**src/rtl/rf_wb_arbiter.sv**
```systemverilog
// rf_wb_arbiter: write-back scheduler for the register file's single write port
// Ports:
//   Clock, Reset (async active-low)
//   Alu_Valid/Alu_Addr/Alu_Data -> Alu_Ready : ALU write-back request
//   Mem_Valid/Mem_Addr/Mem_Data -> Mem_Ready : load-return write-back request
//   Iss_Valid/Iss_Addr                        : load issue, marks destination busy
//   RAddr1/RAddr2 -> Stall                    : decode hazard check
//   Wen/WAddr/WData                           : registered register-file write port
// Optional: define WB_FAIRNESS_EN to force an ALU grant after MAX_WAIT losses.
module rf_wb_arbiter #(
    parameter int DSIZE    = 16,
    parameter int RSIZE    = 4,
    parameter int NREG     = 16,
    parameter int MAX_WAIT = 3
) (
    input  logic             Clock,
    input  logic             Reset,
    input  logic             Alu_Valid,
    input  logic [RSIZE-1:0] Alu_Addr,
    input  logic [DSIZE-1:0] Alu_Data,
    output logic             Alu_Ready,
    input  logic             Mem_Valid,
    input  logic [RSIZE-1:0] Mem_Addr,
    input  logic [DSIZE-1:0] Mem_Data,
    output logic             Mem_Ready,
    input  logic             Iss_Valid,
    input  logic [RSIZE-1:0] Iss_Addr,
    input  logic [RSIZE-1:0] RAddr1,
    input  logic [RSIZE-1:0] RAddr2,
    output logic             Stall,
    output logic             Wen,
    output logic [RSIZE-1:0] WAddr,
    output logic [DSIZE-1:0] WData
);
    logic [NREG-1:0] busy, busy_nxt;
    logic            alu_blk, force_alu;

`ifdef WB_FAIRNESS_EN
    localparam int WW = $clog2(MAX_WAIT + 1);
    logic [WW-1:0] wait_cnt;
    always_ff @(posedge Clock or negedge Reset) begin
        if (!Reset)
            wait_cnt <= '0;
        else if (Alu_Valid && !Alu_Ready)
            wait_cnt <= (wait_cnt == WW'(MAX_WAIT)) ? wait_cnt : wait_cnt + 1'b1;
        else
            wait_cnt <= '0;
    end
    assign force_alu = (wait_cnt == WW'(MAX_WAIT)) & Alu_Valid & ~alu_blk;
`else
    logic unused_cfg;
    assign unused_cfg = (MAX_WAIT != 0);
    assign force_alu  = 1'b0;
`endif

    // An ALU write to a register with a pending load would race the load, so it waits.
    always_comb begin
        alu_blk   = busy[Alu_Addr];
        Alu_Ready = Alu_Valid & ~alu_blk & (~Mem_Valid | force_alu);
        Mem_Ready = Mem_Valid & ~force_alu;
        Stall     = busy[RAddr1] | busy[RAddr2] | (Iss_Valid & busy[Iss_Addr]) | (Alu_Valid & alu_blk);
    end

    // Clear first so a same-cycle issue to the returning address keeps it busy.
    always_comb begin
        busy_nxt = busy;
        if (Mem_Ready)
            busy_nxt[Mem_Addr] = 1'b0;
        if (Iss_Valid)
            busy_nxt[Iss_Addr] = 1'b1;
        busy_nxt[0] = 1'b0;
    end

    always_ff @(posedge Clock or negedge Reset) begin
        if (!Reset) begin
            busy  <= '0;
            Wen   <= 1'b0;
            WAddr <= '0;
            WData <= '0;
        end else begin
            busy <= busy_nxt;
            Wen  <= Alu_Ready ? (Alu_Addr != '0) : Mem_Ready ? (Mem_Addr != '0) : 1'b0;
            if (Alu_Ready) begin
                WAddr <= Alu_Addr;
                WData <= Alu_Data;
            end else if (Mem_Ready) begin
                WAddr <= Mem_Addr;
                WData <= Mem_Data;
            end
        end
    end
endmodule
```
**config.mk**
```make
export PLATFORM = sky130hd
export DESIGN_NAME = rf_wb_arbiter
export DESIGN_NICKNAME = d
export VERILOG_FILES = /design/src/rtl/rf_wb_arbiter.sv
export SDC_FILE = /design/constraint.sdc
export NUM_CORES = 1
export LEC_CHECK = 0
export CORE_ASPECT_RATIO = 1.25
export CORE_MARGIN = 2
export CORE_UTILIZATION = 40
export DETAILED_ROUTE_END_ITERATION = 8
export GPL_ROUTABILITY_DRIVEN = 1
export PLACE_DENSITY = 0.77
export SYNTH_ARGS = -nofsm -noshare
export SYNTH_HDL_FRONTEND = slang
export SYNTH_SLANG_ARGS = --single-unit
```
**constraint.sdc**
```tcl
create_clock -name Clock -period 2.1 [get_ports Clock]
set_input_delay 0.42 -clock Clock [delete_from_list [all_inputs] [get_ports Clock]]
set_output_delay 0.42 -clock Clock [all_outputs]
set_load 0.05 [all_outputs]
```
# Word-level counts from Yosys, hierarchy flattened
# Index checks and enable logic that the tools add are counted.
totals:
  regBits: 36
  input_bits: 57
  output_inout_bits: 24
op_classes:
  order_cmp: 7
  n_mux: 20
  bitwise: 12
  reduce_logical: 5
ops:
  columns: ["op", "count"]
  rows:
  - ["$mux W16", 4]
  - ["$lt A4 B5 Y1 const B", 5]
  - ["$and A16 B16 Y16", 1]
  - ["$bmux W1 S4", 4]
  - ["$not A16 Y16", 1]
  - ["$or A16 B16 Y16", 1]
  - ["$demux W1 S4", 2]
  - ["$ge A4 B1 Y1 const B", 2]
  - ["$mux W1", 8]
  - ["$mux W4", 2]
  - ["$reduce_bool A4 Y1", 2]
  - ["$and A1 B1 Y1", 4]
  - ["$or A1 B1 Y1", 3]
  - ["$logic_and A1 B1 Y1", 2]
  - ["$not A1 Y1", 2]
  - ["$reduce_bool A2 Y1", 1]

# Logic depth before layout (Yosys ltp)
logic_depth:
  depth_word: 9
  mapped_depth: 8
  mapped_depth_nobuf: 5

# Worst setup path before layout
# No wires, ideal clock.
synth_timing:
  kind: "input port to output port"
  start: "in Alu_Addr[0]"
  end: "out Alu_Ready"
  arrival_time_ns: 2.230
  required_ns: 1.680
  path_slack_ns: -0.550
  cell_stages: 7
  n_path_buf: 2
  cell_sequence: "buf_2 -> mux4_2 -> nor2b_1 -> o32a_2 -> buf_6 -> nand2_1 -> nor2_1"
synth_between:
  elab_chain_len: 5
synth_lines:
  columns: ["item", "line", "rtl"]
  rows:
  - ["from (decl)", "19", "input logic [RSIZE-1:0] Alu_Addr,"]
  - ["$bmux W1 S4", "58", "alu_blk = busy[Alu_Addr];"]
  - ["$mux W1 (implied by the code)", "58", null]
  - ["$not A1 Y1", "59", "Alu_Ready = Alu_Valid & ~alu_blk & (~Mem_Valid | force_alu);"]
  - ["$and A1 B1 Y1 (2 in a row)", "59", null]
  - ["to (decl)", "21", "output logic Alu_Ready,"]
# No other way between the ends. The select of a mux whose other input is x is not followed.

# Worst setup path in the final report
layout_timing:
  start: "reg busy[15]"
  end: "out Stall"
layout_between:
  elab_chain_len: 5
  word_cells_on_any_way: 13
layout_lines:
  columns: ["item", "line", "rtl"]
  rows:
  - ["from (decl)", "35", "logic [NREG-1:0] busy, busy_nxt;"]
  - ["from (signal assigned)", "81", "busy <= busy_nxt;"]
  - ["$bmux W1 S4", "61", "Stall = busy[RAddr1] | busy[RAddr2] | (Iss_Valid & busy[Iss_Addr]) | (Alu_Valid & alu_blk);"]
  - ["$mux W1 (implied by the code)", "61", null]
  - ["$or A1 B1 Y1 or $and A1 B1 Y1 (tied branches)", "61", null]
  - ["$or A1 B1 Y1", "61", null]
  - ["$or A1 B1 Y1 *", "61", null]
  - ["to (decl)", "30", "output logic Stall,"]
# Mark *: on every way between the ends. The rest lies on a longest branch, timed or not. The select of a mux whose other input is x is not followed.

==> flow_metrics.env <==
export IMPL_outcome="finished, violations left"
export IMPL_violations="setup timing"
export IMPL_fillCellCount=402
export IMPL_avgSynthCellArea_um2=9.934
export IMPL_cts_tree="done"
export IMPL_cap_viol_max_count=0
export IMPL_final_util=0.7091
export IMPL_ys_ff_latch=36
export IMPL_dp_slack_ns=-1.021
export IMPL_grt_max_degree=37
export IMPL_clock_skew_ns=0.006388
export IMPL_arrival_ns=2.29
export IMPL_worstMarginPinSlew_ns=0.8093
export IMPL_min_period_ns=2.707
export IMPL_pin_count=81
export IMPL_dr_pass1_iters=4
export IMPL_dp_hpwl_um=5554
export IMPL_antenna_cells=0
export IMPL_leakagePower_nw=1.588
export IMPL_path_delay_family="multiplexers"
export IMPL_rr_worst_depth=10
export IMPL_htreeDepth=2
export IMPL_synthToLayoutAreaGrowth_pct=68.62
export IMPL_crit_slowest_cell="mux4_2"
export IMPL_timing_critical_path_mode_cell="mux4_2"
export IMPL_maxSlewHeadroom=0.4605
export IMPL_p_total_w=0.002833
export IMPL_path_class="reg2out"
export IMPL_dr_first_iter_drc_count=160
export IMPL_die_area_mm2=0.006389
export IMPL_cts_path_max_buffers=2
export IMPL_finalHoldViolCount=0
export IMPL_start_kind="register"
export IMPL_powerDensity_mw_per_mm2=729.1
export IMPL_insertion_delay_ns=0.30
export IMPL_netlist_area_mm2=0.002305
export IMPL_cts_made_buffers=5
export IMPL_rsz0062_at_grt="true"
export IMPL_cts_root_buf="clkbuf_8"
export IMPL_grt_pass1_vias=2462
export IMPL_finalWorstSetupSlack_ns=-0.6070
export IMPL_cts_clk_slew_worst_paths_ns=0.08
export IMPL_ant_nets=0
export IMPL_vias=2442
export IMPL_hold_path_class="in2async"
export IMPL_drive_above_1_share=0.3526
export IMPL_ys_flop_type="dfrtp_1"
export IMPL_grt_pass1_wl_um=12190
export IMPL_ff_latch_area_um2=905.9
export IMPL_die_x_um=71.89
export IMPL_cp_end_kind="output pin"
export IMPL_async_flop_share=1.000
export IMPL_fmax_mhz=369.4
export IMPL_crit_cells=5
export IMPL_post_drt_wl_per_cell_um=18.78
export IMPL_finalSetupViolations=22
export IMPL_drcViolationCount=0
export IMPL_die_y_um=88.87
export IMPL_fp_coreArea_mm2=0.005480
export IMPL_rows=30
export IMPL_routabilityCongestion=0.9678
export IMPL_multi_input_area_mm2=0.001441
export IMPL_tns_ns=-4.342
export IMPL_floorplan_initialDensity=0.4205
export IMPL_ys_seq_area_frac=0.3909
export IMPL_overflow=0
export IMPL_cpPeakStageDelay_ns=0.51
export IMPL_vias_per_cell=5.719
export IMPL_cp_buffers_inverters=1
export IMPL_cts_sinks=36
export IMPL_finalCritPeriodShare=1.289
export IMPL_routed_wl_um=8020
export IMPL_synthDistinctLibCells=35
export IMPL_syn_nets=289
export IMPL_worst_hold_slack_ns=0.2037
export IMPL_crit_required_ns=1.68
export IMPL_report_final_slew_viol_count=0
export IMPL_ys_warn_count=0
export IMPL_crit_chain="mux4_2, mux4_2, a211oi_4, o21ai_4, buf_6"
export IMPL_final_nets=419
export IMPL_syn_inst=232
export IMPL_ir_drop_v=0.0005173
export IMPL_grt_usage=0.2484
export IMPL_crit_fanout=4
export IMPL_antenna_found_initial=0
export IMPL_io_buffers=80
export IMPL_synth_edf_count=0
power breakdown:
group	internal (W)	switching (W)	total, W
Sequential	0.000806	0.000116	0.000922
Clock	0.000267	0.000268	0.000535
Combinational	0.000706	0.000670	0.00138
Total	0.00178	0.00105	0.00283
registers in the layout, summed over array words and instances, names as in the netlist:
register and cells:
Wen 1, busy 15, WAddr 4, WData 16
per-stage QoR:
stage | std cells | instance area (µm²)
after floorplan | 232 | 2338
after CTS | 417 | 3679
after detailed placement | 403 | 3462
after global routing | 427 | 3886
final | 427 | 3886
after global placement | 403 | 3462
cells by family after synthesis:
kind of cell	Yosys count	share of synthesized area
compound gates	99	0.2562
simple gates	50	0.1216
buf+inv	23	0.05537
mux	24	0.1759
flops	36	0.3909
final cells by class:
| cell class | count | share of cell area |
|---|---|---|
| Inverter | 4 | 0.003863 |
| Sequential cell | 36 | 0.2331 |
| Tap cell | 64 | 0.02061 |
| Timing Repair Buffer | 142 | 0.3474 |
| Multi-Input combinational cell | 173 | 0.3709 |
| Clock inverter | 1 | 0.001932 |
| Clock buffer | 7 | 0.02222 |
Yosys cell counts (2+ instances only):
library cell / n / area share
dfrtp_1: 36 / 0.39
o21ai_0: 36 / 0.078
a21oi_1: 19 / 0.041
nor2b_1: 19 / 0.052
a31oi_1: 18 / 0.049
mux4_2: 13 / 0.13
o21ai_1: 12 / 0.026
clkbuf_1: 10 / 0.016
mux2i_1: 9 / 0.039
nand2b_1: 8 / 0.022
nand2_1: 6 / 0.0098
nand3_1: 5 / 0.011
nor2_1: 5 / 0.0081
buf_6: 4 / 0.020
inv_1: 4 / 0.0065
buf_2: 3 / 0.0065
o31ai_1: 3 / 0.0098
or2_2: 3 / 0.0081
buf_4: 2 / 0.0065
nand4_1: 2 / 0.0054
timing repair:
action                                  in CTS  in global routing
hold buffers                                 0                  0
resized for setup                           25                 51
setup buffers                                8                  9
gates cloned                                 0                  3
endpoints found under the setup margin      23                 22
pin swaps                                   19                 12
per-layer routing:
metal,global-route usage,vias to the layer above,wire length (µm)
li1,-,1138,-
met1,0.2892,1159,3015
met2,0.4352,116,4177
met3,0.05011,29,476
met4,0.1235,0,350
met5,0,-,0
cell usage in the layout, fill, tap and decap left out, drive strengths merged:
master,count
a21oi,19
or2,3
clkbuf,7
a31oi,18
or4,1
nor2b,19
clkinvlp,1
o211a,1
nor2,5
clkdlybuf4s15,2
a22oi,1
o311a,1
a221oi,1
dlygate4sd2,4
mux4,13
o21ai,48
nor4,1
o31a,1
mux2i,9
o31ai,4
o32a,1
nand2,6
mux2,2
clkdlybuf4s50,68
inv,4
a211oi,1
o32ai,1
buf,66
dfrtp,36
dlymetal6s2s,2
nand2b,8
nand3,5
o2bb2ai,1
nand4,2
a21boi,1
final timing paths:
path / slack, ns / to / startpoint
min reg2reg: 0.54 / WData[9]$_DFFE_PN0P_ / WData[9]$_DFFE_PN0P_
max in group asynchronous: 1.32 / busy[11]$_DFF_PN0_ / Reset
min: 0.20 / busy[6]$_DFF_PN0_ / Reset
min in group Clock: 0.54 / WData[9]$_DFFE_PN0P_ / WData[9]$_DFFE_PN0P_
max reg2reg: -0.31 / WAddr[1]$_DFFE_PN0P_ / busy[15]$_DFF_PN0_
max: -0.61 / Stall / busy[15]$_DFF_PN0_
No activity file was read; power rests on OpenSTA's default activity.
